<file path="config.mk">
export PLATFORM = sky130hd
export DESIGN_NAME = stopwatch_ctrl
export DESIGN_NICKNAME = d
export VERILOG_FILES = /design/src/rtl/stopwatch_pkg.sv /design/src/rtl/key_debounce.sv /design/src/rtl/stopwatch_ctrl.sv
export SDC_FILE = /design/constraint.sdc
export NUM_CORES = 1
export LEC_CHECK = 0
export CAP_MARGIN = 15
export CORE_ASPECT_RATIO = 2
export CORE_MARGIN = 1.5
export CORE_UTILIZATION = 40
export CTS_CLUSTER_SIZE = 25
export DETAILED_ROUTE_END_ITERATION = 6
export SLEW_MARGIN = 15
export SYNTH_ARGS = -nofsm -noshare
export SYNTH_HDL_FRONTEND = slang
export SYNTH_SLANG_ARGS = --single-unit
</file>
<file path="constraint.sdc">
create_clock -name CLOCK_50 -period 2.6 [get_ports CLOCK_50]
set_clock_uncertainty 0.15 [all_clocks]
set_input_delay 0.78 -clock CLOCK_50 [delete_from_list [all_inputs] [get_ports CLOCK_50]]
set_output_delay 0.78 -clock CLOCK_50 [all_outputs]
set_load 0.005 [all_outputs]
</file>
<file path="src/rtl/stopwatch_pkg.sv">
// Shared types and constants for the centisecond stopwatch control slice.
package stopwatch_pkg;

    typedef enum logic [1:0] {
        IDLE,
        RUN,
        PAUSE,
        RECALL
    } state_t;

    typedef struct packed {
        logic [5:0] sec;
        logic [6:0] cs;
    } lap_t;

    localparam int unsigned MAX_SEC = 59;
    localparam int unsigned MAX_CS  = 99;

endpackage

</file>
<file path="src/rtl/key_debounce.sv">
// Active-low push-button conditioner: 2-flop synchronizer, stability counter,
// single-cycle pulse on a debounced press (1->0). Release produces no pulse.
module key_debounce #(
    parameter int unsigned DEB_CYCLES = 500_000
) (
    input  logic CLOCK_50,
    input  logic reset,
    input  logic key_n,
    output logic press
);

    localparam int unsigned CW = $clog2(DEB_CYCLES + 1);

    logic          sync1;
    logic          sync2;
    logic          level;
    logic [CW-1:0] cnt;

    always_ff @(posedge CLOCK_50) begin
        if (reset) begin
            sync1 <= 1'b1;
            sync2 <= 1'b1;
            level <= 1'b1;
            cnt   <= '0;
            press <= 1'b0;
        end else begin
            sync1 <= key_n;
            sync2 <= sync1;
            press <= 1'b0;
            // Any sample agreeing with the accepted level restarts the stability window.
            if (sync2 == level) begin
                cnt <= '0;
            end else if (cnt == CW'(DEB_CYCLES - 1)) begin
                cnt   <= '0;
                level <= sync2;
                press <= ~sync2;
            end else begin
                cnt <= cnt + 1'b1;
            end
        end
    end

endmodule

</file>
<file path="src/rtl/stopwatch_ctrl.sv">
// Stopwatch sequencing: button debounce, run/pause/recall FSM, 100 Hz count
// enable, circular lap buffer and display source selection.
module stopwatch_ctrl
    import stopwatch_pkg::*;
#(
    parameter int unsigned CLK_HZ     = 50_000_000,
    parameter int unsigned TICK_HZ    = 100,
    parameter int unsigned DEB_CYCLES = 500_000,
    parameter int unsigned LAP_DEPTH  = 3
) (
    input  logic                 CLOCK_50,
    input  logic                 reset,
    input  logic [2:0]           key_n,
    input  logic [LAP_DEPTH-1:0] sw_recall,
    input  logic [5:0]           cur_sec,
    input  logic [6:0]           cur_cs,
    output logic                 cnt_en,
    output logic                 cnt_clr,
    output logic [5:0]           disp_sec,
    output logic [6:0]           disp_cs,
    output logic                 run_led,
    output logic                 recall_led,
    output logic [LAP_DEPTH-1:0] lap_valid
);

    localparam int unsigned    DIV      = CLK_HZ / TICK_HZ;
    localparam int unsigned    PW       = $clog2(DIV);
    localparam int unsigned    AW       = (LAP_DEPTH > 1) ? $clog2(LAP_DEPTH) : 1;
    localparam logic [PW-1:0]  PRE_TERM = PW'(DIV - 1);
    localparam logic [AW-1:0]  LAST     = AW'(LAP_DEPTH - 1);

    state_t        state;
    logic [PW-1:0] presc;
    logic [AW-1:0] wr_ptr;
    lap_t          laps [LAP_DEPTH];
    logic          p_ss;
    logic          p_clr;
    logic          p_lap;
    logic          lap_take;
    logic          found;
    logic [AW-1:0] sel;

    key_debounce #(.DEB_CYCLES(DEB_CYCLES)) u_deb_ss (
        .CLOCK_50(CLOCK_50), .reset(reset), .key_n(key_n[0]), .press(p_ss)
    );
    key_debounce #(.DEB_CYCLES(DEB_CYCLES)) u_deb_clr (
        .CLOCK_50(CLOCK_50), .reset(reset), .key_n(key_n[1]), .press(p_clr)
    );
    key_debounce #(.DEB_CYCLES(DEB_CYCLES)) u_deb_lap (
        .CLOCK_50(CLOCK_50), .reset(reset), .key_n(key_n[2]), .press(p_lap)
    );

    assign lap_take   = (state == RUN) && p_lap && !p_ss && !p_clr;
    assign run_led    = (state == RUN);
    assign recall_led = (state == RECALL);

    always_ff @(posedge CLOCK_50) begin
        if (reset) begin
            state     <= IDLE;
            presc     <= '0;
            wr_ptr    <= '0;
            lap_valid <= '0;
            cnt_en    <= 1'b0;
            cnt_clr   <= 1'b0;
        end else begin
            cnt_en  <= 1'b0;
            cnt_clr <= p_clr;
            if (p_clr) begin
                state     <= IDLE;
                presc     <= '0;
                wr_ptr    <= '0;
                lap_valid <= '0;
            end else begin
                case (state)
                    IDLE: begin
                        if (p_ss) begin
                            state <= RUN;
                            presc <= '0;
                        end
                    end
                    RUN: begin
                        // A pause landing on the terminal count suppresses that tick.
                        if (p_ss) begin
                            state <= PAUSE;
                        end else begin
                            if (presc == PRE_TERM) begin
                                presc  <= '0;
                                cnt_en <= 1'b1;
                            end else begin
                                presc <= presc + 1'b1;
                            end
                            if (lap_take) begin
                                lap_valid[wr_ptr] <= 1'b1;
                                wr_ptr <= (wr_ptr == LAST) ? '0 : wr_ptr + 1'b1;
                            end
                        end
                    end
                    PAUSE: begin
                        if (p_ss) begin
                            state <= RUN;
                        end else if (sw_recall != '0) begin
                            state <= RECALL;
                        end
                    end
                    RECALL: begin
                        if (sw_recall == '0) begin
                            state <= PAUSE;
                        end
                    end
                    default: state <= IDLE;
                endcase
            end
        end
    end

    always_ff @(posedge CLOCK_50) begin
        if (lap_take) begin
            laps[wr_ptr] <= '{sec: cur_sec, cs: cur_cs};
        end
    end

    always_comb begin
        disp_sec = cur_sec;
        disp_cs  = cur_cs;
        found    = 1'b0;
        sel      = '0;
        for (int unsigned i = 0; i < LAP_DEPTH; i++) begin
            if (!found && sw_recall[AW'(i)]) begin
                found = 1'b1;
                sel   = AW'(i);
            end
        end
        if (state == RECALL) begin
            if (found && lap_valid[sel]) begin
                disp_sec = laps[sel].sec;
                disp_cs  = laps[sel].cs;
            end else begin
                disp_sec = '0;
                disp_cs  = '0;
            end
        end
    end

endmodule

</file>
## Word level (Yosys, flattened, before mapping)

Memory sizes are Yosys's and may differ from the RTL's.
Index checks and enable logic that the tools add are counted.

- Word-level logic and storage cells: 114
- Bits in registers: 97
- RAM bits: 39
- Memories kept: 1
- Output and inout port bits: 20

Memories:

| name | words | width | rd ports | clocked after Yosys merged registers in | wr ports | line | RTL |
|---|---|---|---|---|---|---|---|
| laps | 3 | 13 | 1 | 0 | 1 | stopwatch_ctrl.sv:35 | `lap_t laps [LAP_DEPTH];` |

- $lt $le $gt $ge: 3
- Bitwise logic cells: 12
- Equal/unequal tests: 16
- Reductions and logical operators: 29
- $add $sub $neg: 5
- Mux-type cells: 27

Operators with widths:

| cell | count |
|---|---|
| adder 19 x 1 -> 19 bit, second input constant | 4 |
| equality test 19 bit, second input constant | 4 |
| 2-to-1 mux 19 bit | 3 |
| case mux 19 bit (2 select lines) | 1 |
| OR reduction 3 bit | 6 |
| 2-to-1 mux 2 bit | 7 |
| 2-to-1 mux 7 bit | 2 |
| 2-to-1 mux 6 bit | 2 |
| NOT 1 bit | 11 |
| 2-to-1 mux 1 bit | 9 |
| case mux 2 bit (4 select lines) | 1 |
| logical AND 1 bit | 7 |
| equality test 2 bit, second input constant | 3 |
| < comparator 2 x 3 -> 1 bit, second input constant | 2 |
| != test 2 x 1 -> 1 bit, second input constant | 3 |
| AND reduction 2 bit | 3 |
| AND reduction 3 bit | 2 |
| zero test 1 bit | 4 |
| AND reduction 4 bit | 1 |
| OR reduction 4 bit | 1 |
| equality test 1 bit | 3 |
| zero test 3 bit | 1 |
| != test 3 x 2 -> 1 bit, second input constant | 1 |
| bitwise OR 3 bit | 1 |
| 10 further kinds | 10 |

## Depth between registers and ports, before layout

- Depth after elaboration: 12
- Depth in mapped cells: 8
- Gate-level depth less buffers: 6

## Hierarchy

A second synthesis with hierarchy kept.

- Cell total of the unflattened synthesis: 627
- Area total of the unflattened synthesis: 6132.1 um^2

By module, submodules not included:

| module | sequential area each (um^2) | area an instance (um^2) | times used | cells each |
|---|---|---|---|---|
| stopwatch_ctrl | 1731.7 | 3085.5 | 1 | 300 |
| key_debounce (u_deb_clr ...) | 460.4 | 1017.2 | 2 | 111 |
| key_debounce (u_deb_ss) | 460.4 | 1012.2 | 1 | 105 |

## Worst setup path before layout

OpenSTA, ideal clock, no wires.

- Path type: register to register
- From: register state[0]
- To: memory laps[1][0] in the netlist's numbering, enable pin
- Path slack: -0.251 ns
- Library setup time: 0.408 ns
- Cell stages (with the launch flop): 4
- Buffers on the path: 0
- Clock period less this slack: 2.851 ns
- Arrival time: 2.293 ns
- Cells stage by stage: dfxtp_1 nor3b_1 nand3b_1 nor3b_1

- Cells in the longest elaborated chain, start to end: 6

Ends and longest elaborated chain:

| element | line | RTL |
|---|---|---|
| start, declared | stopwatch_ctrl.sv:32 | `state_t state;` |
| start signal, assigned | stopwatch_ctrl.sv:59 | `state <= IDLE;` |
| start signal, assigned | stopwatch_ctrl.sv:69 | `state <= IDLE;` |
| start signal, assigned | stopwatch_ctrl.sv:77 | `state <= RUN;` |
| equality test 2 x 1 -> 1 bit | stopwatch_ctrl.sv:53 | `assign lap_take = (state == RUN) && p_lap && !p_ss && !p_clr;` |
| logical AND 1 bit (3 in a row) | stopwatch_ctrl.sv:53 |  |
| 2-to-1 mux 1 bit | stopwatch_ctrl.sv:117 | `if (lap_take) begin` |
| 2-to-1 mux 1 bit (implied by the code) | stopwatch_ctrl.sv:118 | `laps[wr_ptr] <= '{sec: cur_sec, cs: cur_cs};` |
| end, declared | stopwatch_ctrl.sv:35 |  |

Every way passes these cells.

## Worst setup path after layout

- From: input port sw_recall[1]
- To: output port disp_sec[0]

- Cells in the longest elaborated chain, start to end: 10

Ends and longest elaborated chain:

| element | line | RTL |
|---|---|---|
| start, declared | stopwatch_ctrl.sv:14 | `input logic [LAP_DEPTH-1:0] sw_recall,` |
| logical AND 1 bit * | stopwatch_ctrl.sv:128 | `if (!found && sw_recall[AW'(i)]) begin` |
| 2-to-1 mux 1 bit | stopwatch_ctrl.sv:128 |  |
| zero test 1 bit | stopwatch_ctrl.sv:128 |  |
| logical AND 1 bit | stopwatch_ctrl.sv:128 |  |
| 2-to-1 mux 2 bit | stopwatch_ctrl.sv:128 |  |
| binary-select mux 1 bit (select 2 bit) | stopwatch_ctrl.sv:134 | `if (found && lap_valid[sel]) begin` |
| 2-to-1 mux 1 bit (implied by the code) | stopwatch_ctrl.sv:134 |  |
| logical AND 1 bit | stopwatch_ctrl.sv:134 |  |
| 2-to-1 mux 6 bit * | stopwatch_ctrl.sv:134 |  |
| 2-to-1 mux 6 bit * | stopwatch_ctrl.sv:133 | `if (state == RECALL) begin` |
| end, declared | stopwatch_ctrl.sv:19 | `output logic [5:0] disp_sec,` |

Every way passes the cells marked *; elsewhere a longest branch is shown, timed or not. The select of a mux whose other input is x is not followed.

==> impl_metrics.toml <==
[die]
ioPinCount = 41
die_area_um2 = 15600
fp.dieW_um = 89.1
core_um2 = 14400
start_util = 0.411
die_y_um = 175
row_count = 62

[timing]
fmax_mhz = 361
final.min_clock_period_ps = 2770
finalMaxSlewViolations = 0
tightest_slew_ps = 616
layout_setup_ws_ps = -172
rsz0062_at_grt = "yes"
fin_crit_sh = 1.07
setup_viol = 13
slew_headroom = 0.586
hold_viol_final = 0
setup_tns_ps = -1820

[critical_path]
crit_type = "primary input to output port"
worstPathArrival_ps = 1840
cp.required_ps = 1670
worst_path_max_delay_cell = "o31ai_4"
cp_top_family = "compound AO/OA/AOI/OAI gates"
cp_num_buf_inv = 3
rrSetupSlack_ps = 330
crit_path_max_incr_delay_ps = 200
crit_chain = "buf_8 -> nand3b_1 -> a21oi_4 -> a21oi_4 -> buf_12 -> o31ai_4 -> buf_2"
end_kind = "output port"
cpMostUsedCell = "a21oi_4"
startpoint_type = "primary input"
critPathMaxFanout = 5

[clocking]
cts_tree = "built"
cts.reportedPaths.clkPinSlew_ps = 50
cts_htree_levels = 4
clk-insertion-delay-late_ps = 410
cts_buffer_depth = 2
clkSinkCount = 136
root_buffer = "clkbuf_16"
cts_buffers = 17
ctsHoldBuffers = 0

[synth]
synth_ff_type = "dfxtp_1"
synth_seq_cells = 136
yosysMostFrequentCell = "nor2_1"
ys_top_cells_by_count = "nor2_1, dfxtp_1, nand2_1, edfxtp_1, nand3_1"
ys_warn_count = 0
seq_area_frac_synth = 0.525
synth_nets = 641
synth.area.top_cells = "dfxtp_1, edfxtp_1, nor2_1"
yosysTopAreaCellShare = 0.327
syn-cell-area_um2 = 5930
async_flop_share = 0
synth_cells = 616
synth_edf_count = 39
synth_top_area_cell = "dfxtp_1"
avgSynthCellArea_um2 = 9.63
synth.distinct_cells = 52

[cells_and_area]
seq_area_um2 = 3110
multiInputGateArea_um2 = 3110
num-fill-cells = 1309
antennaDiodeCount = 0
nets = 723
drive_above_1_share = 0.236
syn2layout_area_growth_pct = 35.2

[pwr]
p_switching_w = 0.000993
p_sw_frac = 0.195
p_int_w = 0.00411
ir_worst_vdd_mv = 0.441
p_leak_nw = 2.74
clockPowerShare = 0.525
powerDensity_nw_per_um2 = 637
combinationalPowerShare = 0.046
pwr-share-seq = 0.429

[global_route]
grtUsageTotal = 0.187
grt_pass1_wl_um = 22600
grt_pass1_vias = 4976
grt_overflow_total = 0
grt_max_degree = 28
antenna_found_initial = 0

[drt]
final_antenna_net_count = 0
wirelength_um = 13600
vias = 4747
drc = 0
avgRoutedWirePerCell_um = 15.1
vias_per_cell = 5.26
first_iter_violations = 156
firstDrtPassIters = 4

[status]
outcome = "finished, violations left"
violations = "setup timing"

[placement]
place_ws_ps = -1030
place.detailed.hpwl_um = 9730
port_buffers = 40
place_congestion = 0.813

[job]
cap_violations = 0

[worst_hold_path]
hold_path.class = "flip-flop to flip-flop"
## metrics by stage
step	hold WS, ps	total power, W	std cells	cell area, um^2	utilization
6_report	260	0.00510	903	8010	0.555
5_1_grt	270	0.00525	903	8010	0.555
4_1_cts	260	0.00514	903	7940	0.550
3_5_place_dp	247	0.00244	868	7110	0.492
3_3_place_gp	241	0.00244	868	7110	0.492
2_1_floorplan	239	0.00233	616	6200	-
## flip-flops by register name (all words and copies together), names as in the netlist, 2 cells and up
name           count
laps              39
u_deb_ss.cnt      19
wr_ptr             2
state              2
u_deb_lap.cnt     19
presc             19
u_deb_clr.cnt     19
lap_valid          3
## worst paths after layout
kind                             start  cells past startpoint                   endpoint
max                       sw_recall[1]                      7                disp_sec[0]
min reg2reg  u_deb_ss.sync1$_SDFF_PP1_                      1  u_deb_ss.sync2$_SDFF_PP1_
min          u_deb_ss.sync1$_SDFF_PP1_                      1  u_deb_ss.sync2$_SDFF_PP1_
max reg2reg      presc[6]$_SDFFE_PP0P_                      6     presc[11]$_SDFFE_PP0P_
## power by group through the flow
stage	combinational [W]	clock (W)	sequential, W
finish	0.000234	0.00268	0.00219
global route	0.000251	0.00281	0.00219
CTS	0.000224	0.00272	0.00219
detailed placement	0.000210	0	0.00223
global placement	0.000207	0	0.00223
floorplan	0.0000990	0	0.00223
## cell type report
cell class / instances / area share
flip-flops and latches: 136 / 0.388
multi-input cells: 442 / 0.388
repair buffers: 91 / 0.104
clock buffers: 22 / 0.0646
well taps: 192 / 0.0300
clock inverters: 10 / 0.0197
inverters: 10 / 0.00468
## cells by family after synthesis
kind of cell / share of synthesized area
DFF: 0.525
muxes: 0.0118
buffers and inverters: 0.0274
xor gates and xnor gates: 0.0827
AOI/OAI and AO/OA: 0.0975
adders and majority gates: 0.00844
and+or+nand+nor: 0.247
## cells in the final DEF, fill, tap and decap left out, types with 6 or more instances in the layout
cell type and count:
nand2b_1 6, edfxtp_1 39, nand2_1 44, nor2_2 6, a21oi_2 10, and3_1 8, mux2i_1 7, clkbuf_16 21
or2_2 9, clkdlybuf4s50_1 23, nor2b_1 14, nor2_1 101, xor2_1 27, dfxtp_1 97, buf_4 40, nor3_1 8
and4_1 8, xnor2_1 29, nor4_1 8, buf_2 13, nand3_1 31, a221oi_4 7, inv_1 10, o31ai_4 10
nand4_1 21, a21oi_1 14
## layer usage
metal / up-vias / part of all wire / GRT usage
met5: - / 0 / 0
met4: 0 / 0.030 / 0.0897
met3: 24 / 0.027 / 0.0397
met2: 87 / 0.58 / 0.362
met1: 2288 / 0.36 / 0.176
li1: 2348 / - / -
## repair_timing
action,4_1_cts,5_1_grt
resized for setup,105,17
setup endpoints to repair,14,16
pin swaps,17,11
buffers inserted,2,0
cloned,1,0
Power figures use the tool's default switching activity.
